===== config.mk =====
export PLATFORM = sky130hd
export DESIGN_NAME = sprite_line_scheduler
export DESIGN_NICKNAME = d
export VERILOG_FILES = /design/src/rtl/sprite_pkg.sv /design/src/rtl/sprite_line_scheduler.sv
export SDC_FILE = /design/constraint.sdc
export NUM_CORES = 1
export LEC_CHECK = 0
export CORE_MARGIN = 5
export CORE_UTILIZATION = 45
export DETAILED_ROUTE_END_ITERATION = 12
export GPL_TIMING_DRIVEN = 0
export PLACE_DENSITY = 0.81
export SLEW_MARGIN = 15
export SYNTH_ARGS = -nofsm -noshare
export SYNTH_HDL_FRONTEND = slang
export SYNTH_SLANG_ARGS = --single-unit

===== constraint.sdc =====
create_clock -name clk -period 4.5 [get_ports clk]
set_clock_uncertainty 0.05 [all_clocks]
set_input_delay 0.9 -clock clk [delete_from_list [all_inputs] [get_ports clk]]
set_output_delay 0.9 -clock clk [all_outputs]
set_load 0.1 [all_outputs]

===== src/rtl/sprite_pkg.sv =====
// Sprite attribute word layout and the line scheduler's state encoding.
package sprite_pkg;

  localparam int LINE_W       = 10;
  localparam int ATTR_EN      = 31;
  localparam int ATTR_FLIP    = 30;
  localparam int ATTR_X       = 20;
  localparam int ATTR_X_W     = 10;
  localparam int ATTR_Y       = 10;
  localparam int ATTR_Y_W     = 10;
  localparam int ATTR_FRAME   = 0;
  localparam int ATTR_FRAME_W = 8;

  localparam int SPRITE_H = 16;
  localparam int ROW_W    = $clog2(SPRITE_H);

  typedef enum logic [2:0] {
    S_IDLE  = 3'd0,
    S_FETCH = 3'd1,
    S_EVAL  = 3'd2,
    S_ISSUE = 3'd3,
    S_DRAW  = 3'd4,
    S_DONE  = 3'd5
  } sched_state_t;

endpackage


===== src/rtl/sprite_line_scheduler.sv =====
// Walks the sprite attribute table once per scanline and hands each covering
// sprite row to the drawer, one at a time, in ascending index order.
//
// state | meaning
// IDLE  | waiting for line_start
// FETCH | attr_addr presented, RAM read in flight
// EVAL  | attr_q valid, hit test; advances index on miss/skip
// ISSUE | drw_start pulse, hit counter increments
// DRAW  | waiting for drawer done (first cycle ignored); advances index on exit
// DONE  | line_done pulse, busy drops
import sprite_pkg::*;

module sprite_line_scheduler #(
  parameter int NUM_SPRITES  = 64,
  parameter int MAX_PER_LINE = 16,
  localparam int IDX_W       = $clog2(NUM_SPRITES)
) (
  input  logic                    clk,
  input  logic                    reset,
  input  logic                    i_line_start,
  input  logic [LINE_W-1:0]       i_line_num,
  output logic [IDX_W-1:0]        o_attr_addr,
  input  logic [31:0]             i_attr_q,
  output logic                    o_drw_start,
  output logic [ATTR_X_W-1:0]     o_drw_col_base,
  output logic                    o_drw_flip,
  output logic [ATTR_FRAME_W-1:0] o_drw_frame_id,
  output logic [ROW_W-1:0]        o_drw_row_off,
  input  logic                    i_drw_done,
  output logic                    o_busy,
  output logic                    o_line_done,
  output logic                    o_overflow,
  output logic                    o_line_late
);

  localparam int CNT_W = $clog2(MAX_PER_LINE + 1);
  localparam logic [LINE_W-1:0] HEIGHT = LINE_W'(SPRITE_H);
  localparam logic [IDX_W-1:0]  LAST_IDX = IDX_W'(NUM_SPRITES - 1);
  localparam logic [CNT_W-1:0]  CNT_MAX = CNT_W'(MAX_PER_LINE);

  sched_state_t r_state, w_state_next;

  logic [LINE_W-1:0]       r_line;
  logic [IDX_W-1:0]        r_index;
  logic [CNT_W-1:0]        r_count;
  logic                    r_overflow;
  logic                    r_busy;
  logic                    r_armed;
  logic [ATTR_X_W-1:0]     r_col;
  logic                    r_flip;
  logic [ATTR_FRAME_W-1:0] r_frame;
  logic [ROW_W-1:0]        r_row;

  logic                w_en;
  logic [ATTR_Y_W-1:0] w_y;
  logic [LINE_W-1:0]   w_diff;
  logic                w_hit;
  logic                w_full;
  logic                w_last;
  logic                w_attr_unused;

  // Unsigned wrap of line - y handles sprites straddling the bottom edge.
  always_comb begin
    w_en   = i_attr_q[ATTR_EN];
    w_y    = i_attr_q[ATTR_Y +: ATTR_Y_W];
    w_diff = r_line - w_y;
    w_hit  = w_en && (w_diff < HEIGHT);
    w_full = (r_count == CNT_MAX);
    w_last = (r_index == LAST_IDX);
  end

  assign w_attr_unused = ^i_attr_q[9:8];

  always_ff @(posedge clk) begin
    if (reset) begin
      r_state <= S_IDLE;
    end else begin
      r_state <= w_state_next;
    end
  end

  always_comb begin
    w_state_next = r_state;
    case (r_state)
      S_IDLE:  if (i_line_start) w_state_next = S_FETCH;
      S_FETCH: w_state_next = S_EVAL;
      S_EVAL: begin
        if (w_hit && !w_full) w_state_next = S_ISSUE;
        else if (w_last)      w_state_next = S_DONE;
        else                  w_state_next = S_FETCH;
      end
      S_ISSUE: w_state_next = S_DRAW;
      S_DRAW: begin
        if (r_armed && i_drw_done) w_state_next = w_last ? S_DONE : S_FETCH;
      end
      S_DONE:  w_state_next = S_IDLE;
      default: w_state_next = S_IDLE;
    endcase
  end

  always_comb begin
    o_drw_start = (r_state == S_ISSUE);
    o_line_done = (r_state == S_DONE);
    o_line_late = i_line_start && (r_state != S_IDLE);
  end

  always_ff @(posedge clk) begin
    if (reset) begin
      r_line     <= '0;
      r_index    <= '0;
      r_count    <= '0;
      r_overflow <= 1'b0;
      r_busy     <= 1'b0;
      r_armed    <= 1'b0;
      r_col      <= '0;
      r_flip     <= 1'b0;
      r_frame    <= '0;
      r_row      <= '0;
    end else begin
      case (r_state)
        S_IDLE: begin
          if (i_line_start) begin
            r_line     <= i_line_num;
            r_index    <= '0;
            r_count    <= '0;
            r_overflow <= 1'b0;
            r_busy     <= 1'b1;
          end
        end
        S_EVAL: begin
          if (w_hit && !w_full) begin
            r_col   <= i_attr_q[ATTR_X +: ATTR_X_W];
            r_flip  <= i_attr_q[ATTR_FLIP];
            r_frame <= i_attr_q[ATTR_FRAME +: ATTR_FRAME_W];
            r_row   <= w_diff[ROW_W-1:0];
          end else begin
            if (w_hit) r_overflow <= 1'b1;
            if (!w_last) r_index <= r_index + 1'b1;
          end
        end
        S_ISSUE: begin
          r_count <= r_count + 1'b1;
          r_armed <= 1'b0;
        end
        // Drawer's done only falls the cycle after start, so skip one cycle.
        S_DRAW: begin
          r_armed <= 1'b1;
          if (r_armed && i_drw_done && !w_last) r_index <= r_index + 1'b1;
        end
        S_DONE:  r_busy <= 1'b0;
        default: ;
      endcase
    end
  end

  assign o_attr_addr    = r_index;
  assign o_drw_col_base = r_col;
  assign o_drw_flip     = r_flip;
  assign o_drw_frame_id = r_frame;
  assign o_drw_row_off  = r_row;
  assign o_busy         = r_busy;
  assign o_overflow     = r_overflow;

endmodule

==> results of run 1 <==
==> kinds of logic after synthesis <==
family / Yosys count
AND/OR/NAND/NOR: 114
AO/OA/AOI/OAI: 56
multiplexers: 25
flip-flops: 50
XOR/XNOR: 8
buffers and inverters: 34
adder cells (fa/ha/maj): 13
==> registers in the layout, indices dropped and copies added, names as in the netlist <==
name / count
r_state: 3
o_busy: 1
r_line: 10
o_drw_frame_id: 8
o_overflow: 1
o_attr_addr: 6
r_count: 5
o_drw_col_base: 10
r_armed: 1
o_drw_row_off: 4
o_drw_flip: 1
==> layout make-up <==
| cell class | instances | area (um2) |
|---|---|---|
| fill | 469 | 1990 |
| multi-input combinational | 216 | 1440 |
| sequential | 50 | 1000 |
| timing repair buffer | 76 | 761 |
| tap | 72 | 90.1 |
| buffer | 16 | 86.3 |
| clock buffer | 6 | 72.6 |
| inverter | 18 | 67.6 |
| clock inverter | 2 | 37.5 |
==> report_power, final <==
group / total [W] / switching (W) / internal, W
combinational: 0.000184 / 0.0000996 / 0.0000844
clock: 0.000317 / 0.000150 / 0.000166
sequential: 0.000457 / 0.00000615 / 0.000451
total: 0.000958 / 0.000256 / 0.000702
==> per-layer routing <==
layer  vias to the layer above  share of wire
li1                       1203              -
met1                      1115           0.42
met2                        74           0.47
met3                         8          0.096
met4                         0          0.011
met5                         -              0
==> worst register-to-register path, stage by stage (launching register included) <==
cell and delay (ps):
sky130_fd_sc_hd__dfxtp_1 320, sky130_fd_sc_hd__inv_1 50, sky130_fd_sc_hd__ha_1 140, sky130_fd_sc_hd__inv_1 50, sky130_fd_sc_hd__fa_1 400, sky130_fd_sc_hd__a21o_1 230, sky130_fd_sc_hd__a21oi_1 230, sky130_fd_sc_hd__xnor2_1 150
sky130_fd_sc_hd__nand4_1 170, sky130_fd_sc_hd__or4_4 580, sky130_fd_sc_hd__nor3_1 200, sky130_fd_sc_hd__buf_4 240, sky130_fd_sc_hd__buf_6 200, sky130_fd_sc_hd__mux2i_1 210, sky130_fd_sc_hd__nor2_1 60
==> through the flow <==
| step | hold slack, ps | std cells |
|---|---|---|
| after global placement | 395 | 448 |
| after CTS | 418 | 456 |
| after global routing | 441 | 456 |
| final | 416 | 456 |
| after detailed placement | 401 | 448 |
| after floorplan | 386 | 300 |
==> placed cells by master (no fill, tap or decap), drive strengths merged, types with 3 or more instances in the layout <==
cell	n
mux2i	23
o31a	3
clkdlybuf4s50	76
nand2b	5
a21oi	24
nand2	33
ha	12
xnor2	7
clkbuf	17
nor3	4
nor2	45
dfxtp	50
a311oi	3
o21ai	5
inv	18
a211oi	3
buf	5
nand3	7
==> worst max-delay path by stage <==
stage            startpoint           endpoint  slack [ps]  cells past startpoint
2_1_floorplan  i_attr_q[10]     o_attr_addr[3]         830                     11
3_3_place_gp   i_attr_q[10]     o_attr_addr[3]         160                     12
3_5_place_dp   i_attr_q[10]  o_drw_frame_id[5]          90                     14
4_1_cts        i_attr_q[10]  o_drw_frame_id[5]         420                     14
5_1_grt        i_attr_q[10]  o_drw_frame_id[5]         170                     14
6_report       i_attr_q[10]  o_drw_frame_id[5]         380                     14
==> results.txt, run 1 <==
The flow ran to the end, and the final reports show no timing, DRC or antenna violations. After synthesis, the share of cell area in mux cells is 0.0990. The floorplan step set the die width to 85.9 um. The worst hold path passes through 2 cells. In this run the critical register-to-register path is launched from r_line[0]. The setup slack after layout is roughly 380 ps. Data arrives at the worst endpoint at 4250 ps. The time the worst path needs with I/O delays and setup came out at ~4000 ps.

Sorting the synthesized cells by how often they occur yields sky130_fd_sc_hd__dfxtp_1 (50), sky130_fd_sc_hd__nor2_1 (45), sky130_fd_sc_hd__nand2_1 (33). The most utilized layer in the global route result is met2. The first global-routing pass estimated 10800 um of wire. The number of synthesis warnings is 0. The setup slack of the most critical reg-to-reg path came out at 1110 ps. The placer congestion estimate is 0.877. The cell with the largest stage delay on the worst path is sky130_fd_sc_hd__or4_4.

Setup repair after global routing left no endpoint under its margin. The starting utilization of the core area is 0.468. The number of nets with antenna violations after routing is 0. The worst relative slew slack came out at 0.326. The biggest area contributor in the post-synthesis netlist is sky130_fd_sc_hd__dfxtp_1. The placed wire-length estimate is 4990 um.

The post-route total power came out at roughly 0.00096 W. The number of clock buffers added by TritonCTS is 5. Counting cells, the worst reg-to-reg path comes to 14. The hold violation count in the final report is 0.

For this design, the CTS-stage hold fixing added 0 buffers. After synthesis, the largest family of logic cells by area is simple AND/OR/NAND/NOR gates. The buffer count from post-CTS setup fixing came out at 0. At the end of the flow, the number of nets in the layout was 442. The floorplan row count is 27. Counting every sink on the clock net gives 50. The share of synthesized cell area in and, or, nand and nor gates came out at 0.206. Global routing finished with a remaining overflow of 0. The worst setup path is captured at a flop.

Of the total synthesized cell area, the portion taken by XOR and XNOR cells is 0.0270. Dividing total power by cell area gives a power density of between 200 and 300 nW/um2. Detailed routing inserted a total of 2400 vias.

The share of synthesized cell area in full adder, half adder and majority cells is 0.0657. The type of the most critical hold path is flop to flop. The initial antenna violation count came out at 0. The number of resized instances in the post-cts repair step is 0.

The average wire length per cell after detail routing is 14.1 um. The post-synthesis to final-layout area growth came out at 37.1%. The number of instances in the synthesized netlist is 300. The clock slew at the register clock pins of the worst setup and hold paths came out at 90 ps. The share of synthesized area in the top cell type comes to 0.386.

The final clock period utilization by the worst path is 0.915. The library cell with the highest instance count after synthesis is sky130_fd_sc_hd__dfxtp_1. The fraction of met3 tracks used by global routing came out at 0.0730. The largest incremental delay on the critical path came out at 580 ps. The kind of start point of the critical path is a primary input. Entering global routing, the biggest net connects 16 pins.

The transition time of the tightest slew-check pin came out at around 1000 ps. The worst hold path endpoint is r_line[0]. Using the TritonRoute via totals, the vias-per-cell ratio works out to 5.26.

The global router's overall resource usage came out at 0.179. The most used flip-flop cell after synthesis is sky130_fd_sc_hd__dfxtp_1. The critical path is of the primary input to flop type.

For this run, global-route usage on met2 was measured as 0.296. After synthesis, the share of flip-flops with an asynchronous set or reset is 0. The reported leakage power came out at 1.31 nW.

After detailed routing, the number of remaining DRC violations is 0. The core outline area came out at 5540 um2. The largest fanout on the critical path is 10. The area of the mapped netlist is roughly 2600 um2. Yosys attributes the largest share of cell area to sky130_fd_sc_hd__dfxtp_1 (39%), sky130_fd_sc_hd__mux2i_1 (8.9%), sky130_fd_sc_hd__nor2_1 (6.5%), sky130_fd_sc_hd__ha_1 (5.8%), sky130_fd_sc_hd__nand2_1 (4.8%). The number of synthesized flops with an enable pin came out at 0. The post-synthesis compound-gate area fraction came out at 0.157.

In this run the most critical hold path is launched from r_line[0]. The count of port buffers added during placement came out at 76. The number of synthesized register bits came out at 50. STA puts the critical path data required time at 4630 ps. The diode insertion count for antenna repair came out at 0.

The final setup TNS came out at 0 ps. The final max-slew violation count is 0. The die height is 85.9 um. Pin placement for this block handled 80 I/O pins. The average footprint of a synthesized cell is approximately 8.6 um2. The post-synthesis sequential area ratio came out at 0.386.

The routed design has 6410 um of wire. Measured on the finished design, the core utilization comes to 0.641. The proportion of layout cells with a drive suffix above 1 is 0.0703. The count of max-cap constraint violations came out at 0. The post-route standard cell area excluding fillers came out at 3550 um2. The met1 usage in global routing came out at 0.216. The setup-violating endpoint count in the final report came out at 0. TritonCTS built the clock tree. On the critical path the largest part of the delay comes from simple AND/OR/NAND/NOR gates. Walking the worst path, the cells encountered are clkdlybuf4s50_1, ha_1, inv_1, fa_1, a21o_1, a21oi_1, xnor2_1, nand4_1, or4_4, nor3_1, buf_4, buf_6, mux2i_1, nor2_1. For this block, the initial DRC count from the detailed router was 113. Summing all placed instances gives a cell area of ~3400 um2. The root cell of the clock tree is sky130_fd_sc_hd__clkbuf_8.

The worst setup slack after placement came out at 92.9 ps. The floorplan step defined a die boundary enclosing between 7000 and 8000 um2. The endpoint identified for the worst register-to-register timing path is o_drw_frame_id[5].

The achievable clock frequency came out at 243 MHz. The via count of the first global-routing pass is 2407. The clock latency of the later-clocked register in the worst-skew pair is 300 ps. The number of search-and-repair iterations in the first detailed-routing pass came out at 4. The count of different cell masters after synthesis is between 50 and 60. The critical path contains buffers and inverters numbering 4 combined. The synthesized net count came out at 359. The clock tree buffer depth is 2. The deepest level of the CTS H-tree is 2. The worst supply voltage drop on vdd is 0.206 mV.
No activity file was read; power rests on OpenSTA's default activity.
==> run 2, diff against run 1 <==
- HOLD_SLACK_MARGIN: not set -> 0.08
- MAX_ROUTING_LAYER: not set -> met4
- PLACE_DENSITY: 0.81 -> 0.79
==> results.txt, run 2 (same netlist as run 1, synthesis figures left out) <==
The run finished with clean final reports. The class of the most critical setup path is primary input to flop. The DRC violations left is 0 (unchanged). The final setup TNS was 0 ps (unchanged). The tightest min-delay check is of the flop to flop type. The switching power total is 0.000266 W (+3.8%).

The average wire length per cell after detail routing came out at 13.9 um (-1.5%). The time the worst path needs with I/O delays and setup came out at 4040 ps (-74.5 ps). Leaving out fill and tap cells, the most frequent cells in the layout are sky130_fd_sc_hd__clkdlybuf4s50_1 (76), sky130_fd_sc_hd__dfxtp_1 (50), sky130_fd_sc_hd__nor2_1 (45), sky130_fd_sc_hd__nand2_1 (33), sky130_fd_sc_hd__mux2i_1 (23).

The cell family contributing the most delay on the critical path is simple AND/OR/NAND/NOR gates. The clock tree buffer depth is 2 (unchanged). The placed wire-length estimate came to 4870 um (-2.4%).

The achievable clock frequency is 247 MHz (+1.8%). The buffer count from post-CTS setup fixing is 0 (unchanged). The worst setup slack after placement is 101 ps (+8.19 ps). The design internal power is 0.000648 W (-7.6%). The die height is 85.9 um (unchanged). The floorplan row count is 27 (unchanged).

The count of max-cap constraint violations is 0 (unchanged). The largest fanout on the critical path is 10 (unchanged). The setup-violating endpoint count in the final report came out at 0 (unchanged). The final max-slew violation count came to 0 (unchanged).

The via count of the first global-routing pass came to 2271 (-5.7%). The data required time at the worst endpoint is 4630 ps (about the same). The signal on the critical path passes through clkdlybuf4s50_1, ha_1, inv_1, fa_1, a21o_1, a21oi_1, xnor2_1, nand4_1, or4_4, nor3_1, buf_4, buf_6, mux2i_1, nor2_1. Clock tree synthesis selected as its root buffer the cell sky130_fd_sc_hd__clkbuf_8.

The worst setup path is launched from a primary input. The post-layout net count is 442 (unchanged). The setup slack after layout came out at 457 ps (+74.5 ps). The clock network power share came out at 0.299 (-0.031). The fraction of power consumed by combinational cells came out at 0.201 (+0.009). Among all stages on the critical path, the largest delay is contributed by sky130_fd_sc_hd__or4_4. The worst supply voltage drop on vdd was 0.222 mV (+7.9%). The hold violation count in the final report was 0 (unchanged). The final wirelength came out at 6320 um (-1.5%). The largest net degree at the start of global routing is 18 (+2). Leaving out fill and tap cells, the most frequent cell in the layout is sky130_fd_sc_hd__clkdlybuf4s50_1. The final non-filler cell total is 456 (unchanged). The power density relative to cell area came to 259 nW/um2 (-4.1%).

The die outline width came out at 85.9 um (unchanged). The global-route wire length before repair came out at 10300 um (-4.8%). The count of port buffers added during placement came to 76 (unchanged). The deepest level of the CTS H-tree came out at 2 (unchanged). The CTS buffer count was 5 (unchanged). The core outline area is 5540 um2 (unchanged). The post-synthesis to final-layout area growth is 36.5%.

The clock slew at the register clock pins of the worst setup and hold paths was 100 ps (about the same). The data arrival at the endpoint of the critical path is 4170 ps (-80 ps). The transition time of the tightest slew-check pin is 1020 ps (+11.3 ps).

The initial antenna violation count came out at 0 (unchanged). The post-route standard cell area excluding fillers is 3540 um2 (-0.46%). The final clock period utilization by the worst path is 0.899 (-0.0166). The count of buffer and inverter cells on the critical path is 4 (unchanged). The DRC violation total after the first TritonRoute iteration is 87 (-23%). The placer congestion estimate is 0.890 (+1.5%).

The global router's overall resource usage is 0.178 (-0.000837). Setup repair after global routing left no endpoint under its margin. The largest incremental delay on the critical path is 560 ps (-20 ps). The number of vias per cell after detailed routing is 5.16 (-1.9%).

The number of nets with antenna violations after routing came out at 0 (unchanged). The proportion of power drawn by flip-flops and latches came out at 0.500 (+0.023). The clock latency of the later-clocked register in the worst-skew pair came to 300 ps (about the same). The endpoint kind of the worst setup timing path is a flop. The final core utilization is 0.638 (-0.00294). The clock sink total came out at 50 (unchanged). The number of placed instances, taps included is 448 (unchanged). The post-cts hold buffer count is 0 (unchanged). The total cell area at the placement stage came out at 3440 um2 (unchanged).

The diode insertion count for antenna repair came out at 0 (unchanged). The worst relative slew slack is 0.318 (-0.00758). TritonCTS built the clock tree. The overall via count from detail_route came out at 2355 (-1.9%).

The remaining global-route overflow came out at 0 (unchanged). The reported leakage power came out at 1.31 nW (-0.51%). The proportion of layout cells with a drive suffix above 1 is 0.0729 (+0.00260).

The count of boundary I/O pins was 80 (unchanged). The number of search-and-repair iterations in the first detailed-routing pass came out at 4 (unchanged). The die outline area is 7380 um2 (unchanged). The starting utilization of the core area is 0.468 (unchanged). The number of resized instances in the post-cts repair step came out at 0 (unchanged). The number of fillers in the final layout came out at 512 (+9.2%). The net switching share of the total power came out at 0.291 (+0.0235).
## run 2: cell count changes in the layout (fill, tap and decap cells not counted)
| cell | before | now |
|---|---|---|
| sky130_fd_sc_hd__inv_6 | 0 | 1 |
| sky130_fd_sc_hd__clkbuf_1 | 12 | 11 |
| sky130_fd_sc_hd__clkinv_4 | 0 | 1 |
| sky130_fd_sc_hd__bufinv_16 | 1 | 0 |
## run 2: power groups by stage
stage | combinational (W) | clock [W] | sequential, W
floorplan | 0.000102 | 0 | 0.000482
CTS | 0.000184 | 0.000282 | 0.000458
finish | 0.000184 | 0.000273 | 0.000458
global route | 0.000200 | 0.000307 | 0.000459
detailed placement | 0.000183 | 0 | 0.000468
global placement | 0.000179 | 0 | 0.000467
## run 2: layout make-up
cell class / count / area, um2 / area share
Inverter: 18 / 67.6 / 0.0191
Tap cell: 72 / 90.1 / 0.0255
Timing Repair Buffer: 76 / 761 / 0.215
Multi-Input combinational cell: 216 / 1440 / 0.406
Clock inverter: 3 / 25.0 / 0.00708
Buffer: 16 / 86.3 / 0.0244
Sequential cell: 50 / 1000 / 0.283
Clock buffer: 5 / 68.8 / 0.0195
## run 2: path summary, 6_finish.rpt
path,slack [ps],endpoint,depth (start not counted),startpoint
setup reg to reg,1150,o_drw_frame_id[2],14,r_line[0]
setup / recovery,460,o_drw_frame_id[2],14,i_attr_q[10]
hold reg to reg,420,r_line[6],2,r_line[6]
hold / removal,420,r_line[6],2,r_line[6]
## run 2: worst register-to-register path, stage by stage, from the launching register on
cell and delay, ps:
sky130_fd_sc_hd__dfxtp_1 330, sky130_fd_sc_hd__inv_1 50, sky130_fd_sc_hd__ha_1 150, sky130_fd_sc_hd__inv_1 50, sky130_fd_sc_hd__fa_1 400, sky130_fd_sc_hd__a21o_1 230
sky130_fd_sc_hd__a21oi_1 230, sky130_fd_sc_hd__xnor2_1 140, sky130_fd_sc_hd__nand4_1 140, sky130_fd_sc_hd__or4_4 560, sky130_fd_sc_hd__nor3_1 210, sky130_fd_sc_hd__buf_4 230
sky130_fd_sc_hd__buf_6 200, sky130_fd_sc_hd__mux2i_1 190, sky130_fd_sc_hd__nor2_1 60
## run 2: through the flow
stage | total power (W) | hold WS (ps)
finish | 0.000914 | 416
global route | 0.000966 | 443
CTS | 0.000924 | 417
detailed placement | 0.000651 | 403
global placement | 0.000647 | 393
floorplan | 0.000584 | 386
## run 2: routing by layer
layer  part of all wire  vias up  GRT usage
met2               0.47       69      0.286
met3              0.080        6     0.0653
li1                   -     1199          -
met1               0.45     1081      0.215
met5                  0        -          -
met4             0.0073        0     0.0345
==> run 3, diff against run 2 <==
- PLACE_DENSITY: 0.79 -> not set
- PLACE_DENSITY_LB_ADDON: not set -> 0.25
- clock period: 4.5 -> 5 ns (I/O delays scaled with it)
==> results.txt, run 3 (same netlist as run 1, synthesis figures left out) <==
The flow ran to the end, and the final reports show no timing, DRC or antenna violations. The placer congestion estimate came to 0.891 (+0.19%). The count of boundary I/O pins came out at 80 (unchanged). The number of search-and-repair iterations in the first detailed-routing pass is 4 (unchanged). The DRC violations left is 0 (unchanged). The buffer count from post-CTS setup fixing is 0 (unchanged). The die outline width came to 85.9 um (unchanged). The final wirelength came out at 6190 um (-2.0%). The post-cts hold buffer count is 0 (unchanged). TritonCTS built the clock tree. The number of vias per cell after detailed routing was 5.16 (about the same). The achievable clock frequency is 242 MHz. The worst relative slew slack came out at 0.324 (+0.00531). Setup repair after global routing left no endpoint under its margin. The placed wire-length estimate is 4750 um (-2.4%).

The count of max-cap constraint violations came out at 0 (unchanged). The clock tree buffer depth came out at 2 (unchanged). The via count of the first global-routing pass came out at 2247 (-1.1%). The final setup TNS came to 0 ps (unchanged). The hold violation count in the final report is 0 (unchanged). The data arrival at the endpoint of the critical path came to 4270 ps (+100 ps). The deepest level of the CTS H-tree is 2 (unchanged). The number of nets with antenna violations after routing was 0 (unchanged). The worst supply voltage drop on vdd is 0.170 mV (-23%).

Leaving out fill and tap cells, the most frequent cell in the layout is sky130_fd_sc_hd__clkdlybuf4s50_1. The clock latency of the later-clocked register in the worst-skew pair came out at 300 ps (about the same). The critical path goes through clkdlybuf4s50_1, ha_1, inv_1, fa_1, a21o_1, a21oi_1, xnor2_1, nand4_1, or4_4, nor3_1, buf_4, buf_6, mux2i_1, nor2_1. The worst hold path endpoint is r_line[5]. The setup-violating endpoint count in the final report is 0 (unchanged). The floorplan row count came out at 27 (unchanged). The startpoint identified for the worst hold timing path is r_line[5]. The final core utilization came out at 0.640 (+0.00226).

The post-layout net count was 442 (unchanged). The global-route wire length before repair came out at 10200 um (-0.93%). The final clock period utilization by the worst path came out at 0.828.

The endpoint kind of the worst setup timing path is a flop. The remaining global-route overflow is 0 (unchanged). The class of the most critical setup path is primary input to flop.

The power density relative to cell area is 242 nW/um2 (-6.4%). In the layout the commonest cells are sky130_fd_sc_hd__clkdlybuf4s50_1 (76), sky130_fd_sc_hd__dfxtp_1 (50), sky130_fd_sc_hd__nor2_1 (45), sky130_fd_sc_hd__nand2_1 (33), sky130_fd_sc_hd__mux2i_1 (23). The initial antenna violation count came out at 0 (unchanged). The largest fanout on the critical path came out at 10 (unchanged). The startpoint identified for the worst register-to-register timing path is r_line[0].

The overall via count from detail_route is 2354 (-0.042%). The largest net degree at the start of global routing is 15 (-3). The core outline area came out at 5540 um2 (unchanged). The worst-case reg-to-reg path depth came out at 14 (unchanged). The endpoint identified for the worst register-to-register timing path is o_drw_col_base[8]. The root cell of the clock tree is sky130_fd_sc_hd__clkbuf_8. The diode insertion count for antenna repair is 0 (unchanged).

The post-route standard cell area excluding fillers came out at 3550 um2 (+0.35%). The setup slack of the most critical reg-to-reg path is 1670 ps (+520 ps). STA classifies the critical path startpoint as a primary input. The largest incremental delay on the critical path is 560 ps (about the same).

The die height came out at 85.9 um (unchanged). The average wire length per cell after detail routing came out at 13.6 um (-2.0%). The total cell area at the placement stage is 3440 um2 (unchanged). The proportion of layout cells with a drive suffix above 1 came out at 0.0677 (-0.00521). The data required time at the worst endpoint is 5130 ps (+500 ps). The time the worst path needs with I/O delays and setup is slightly above 4000 ps. The die outline area came to 7380 um2 (unchanged). The type of the most critical hold path is flop to flop. The starting utilization of the core area is 0.468 (unchanged). The final max-slew violation count was 0 (unchanged). The cell with the largest stage delay on the worst path is sky130_fd_sc_hd__or4_4. The final-layout worst hold slack is 415 ps (-0.981 ps). The count of port buffers added during placement is 76 (unchanged).

The clock slew at the register clock pins of the worst setup and hold paths is 90 ps (about the same). The cell depth of the worst min-delay path is 2 (unchanged). The clock sink total is 50 (unchanged). The CTS buffer count is 5 (unchanged). The number of resized instances in the post-cts repair step came to 0 (unchanged). The transition time of the tightest slew-check pin is 1010 ps (-7.94 ps). The global router's overall resource usage is 0.178 (-0.000475). The post-synthesis to final-layout area growth is 36.9%. The reported leakage power is 1.32 nW (+0.59%). The DRC violation total after the first TritonRoute iteration is 60 (-31%).
run 3: cell types whose count changed in the layout (fill, tap and decap cells not counted):
cell and delta:
sky130_fd_sc_hd__clkinvlp_4 -1, sky130_fd_sc_hd__clkinv_4 -1, sky130_fd_sc_hd__bufinv_16 +1, sky130_fd_sc_hd__clkbuf_1 +2
sky130_fd_sc_hd__inv_6 -1
run 3: layout make-up:
cell class | instances | area (um2)
clock inverters | 1 | 30.0
plain buffers | 16 | 86.3
inverters | 18 | 67.6
clock buffers | 7 | 76.3
fillers | 486 | 1990
flip-flops and latches | 50 | 1000
multi-input cells | 216 | 1440
repair buffers | 76 | 761
well taps | 72 | 90.1
run 3: worst max-delay path, delay by kind of cell:
family | cells | cell delay [ps]
AO/OA/AOI/OAI | 2 | 440
XOR/XNOR | 1 | 140
multiplexers | 1 | 200
AND/OR/NAND/NOR | 4 | 940
adder cells (fa/ha/maj) | 2 | 570
buffers and inverters | 4 | 960
run 3: worst max path at each step:
stage / endpoint / slack [ps] / from
final: o_drw_col_base[8] / 860 / i_attr_q[10]
after global routing: o_drw_col_base[8] / 640 / i_attr_q[10]
after CTS: o_drw_col_base[8] / 840 / i_attr_q[10]
after detailed placement: o_drw_col_base[8] / 520 / i_attr_q[10]
after global placement: o_drw_row_off[1] / 570 / i_attr_q[10]
after floorplan: o_attr_addr[3] / 1230 / i_attr_q[10]
run 3: power by group:
group | total [W] | switching, W | internal (W)
clock | 0.000284 | 0.000134 | 0.000150
sequential | 0.000412 | 0.00000550 | 0.000406
combinational | 0.000164 | 0.0000877 | 0.0000761
total | 0.000859 | 0.000227 | 0.000632
run 3: routing by layer:
metal,vias up,GRT usage,share of wire
met2,65,0.273,0.45
met5,-,-,0
met3,5,0.0720,0.087
met4,0,0.0388,0.0071
met1,1084,0.219,0.46
li1,1200,-,-
run 3: through the flow:
stage | std cells | setup slack, ps | total power (W)
floorplan | 300 | 1230 | 0.000526
global placement | 448 | 569 | 0.000583
detailed placement | 448 | 519 | 0.000585
CTS | 456 | 837 | 0.000870
global route | 456 | 636 | 0.000908
finish | 456 | 859 | 0.000859
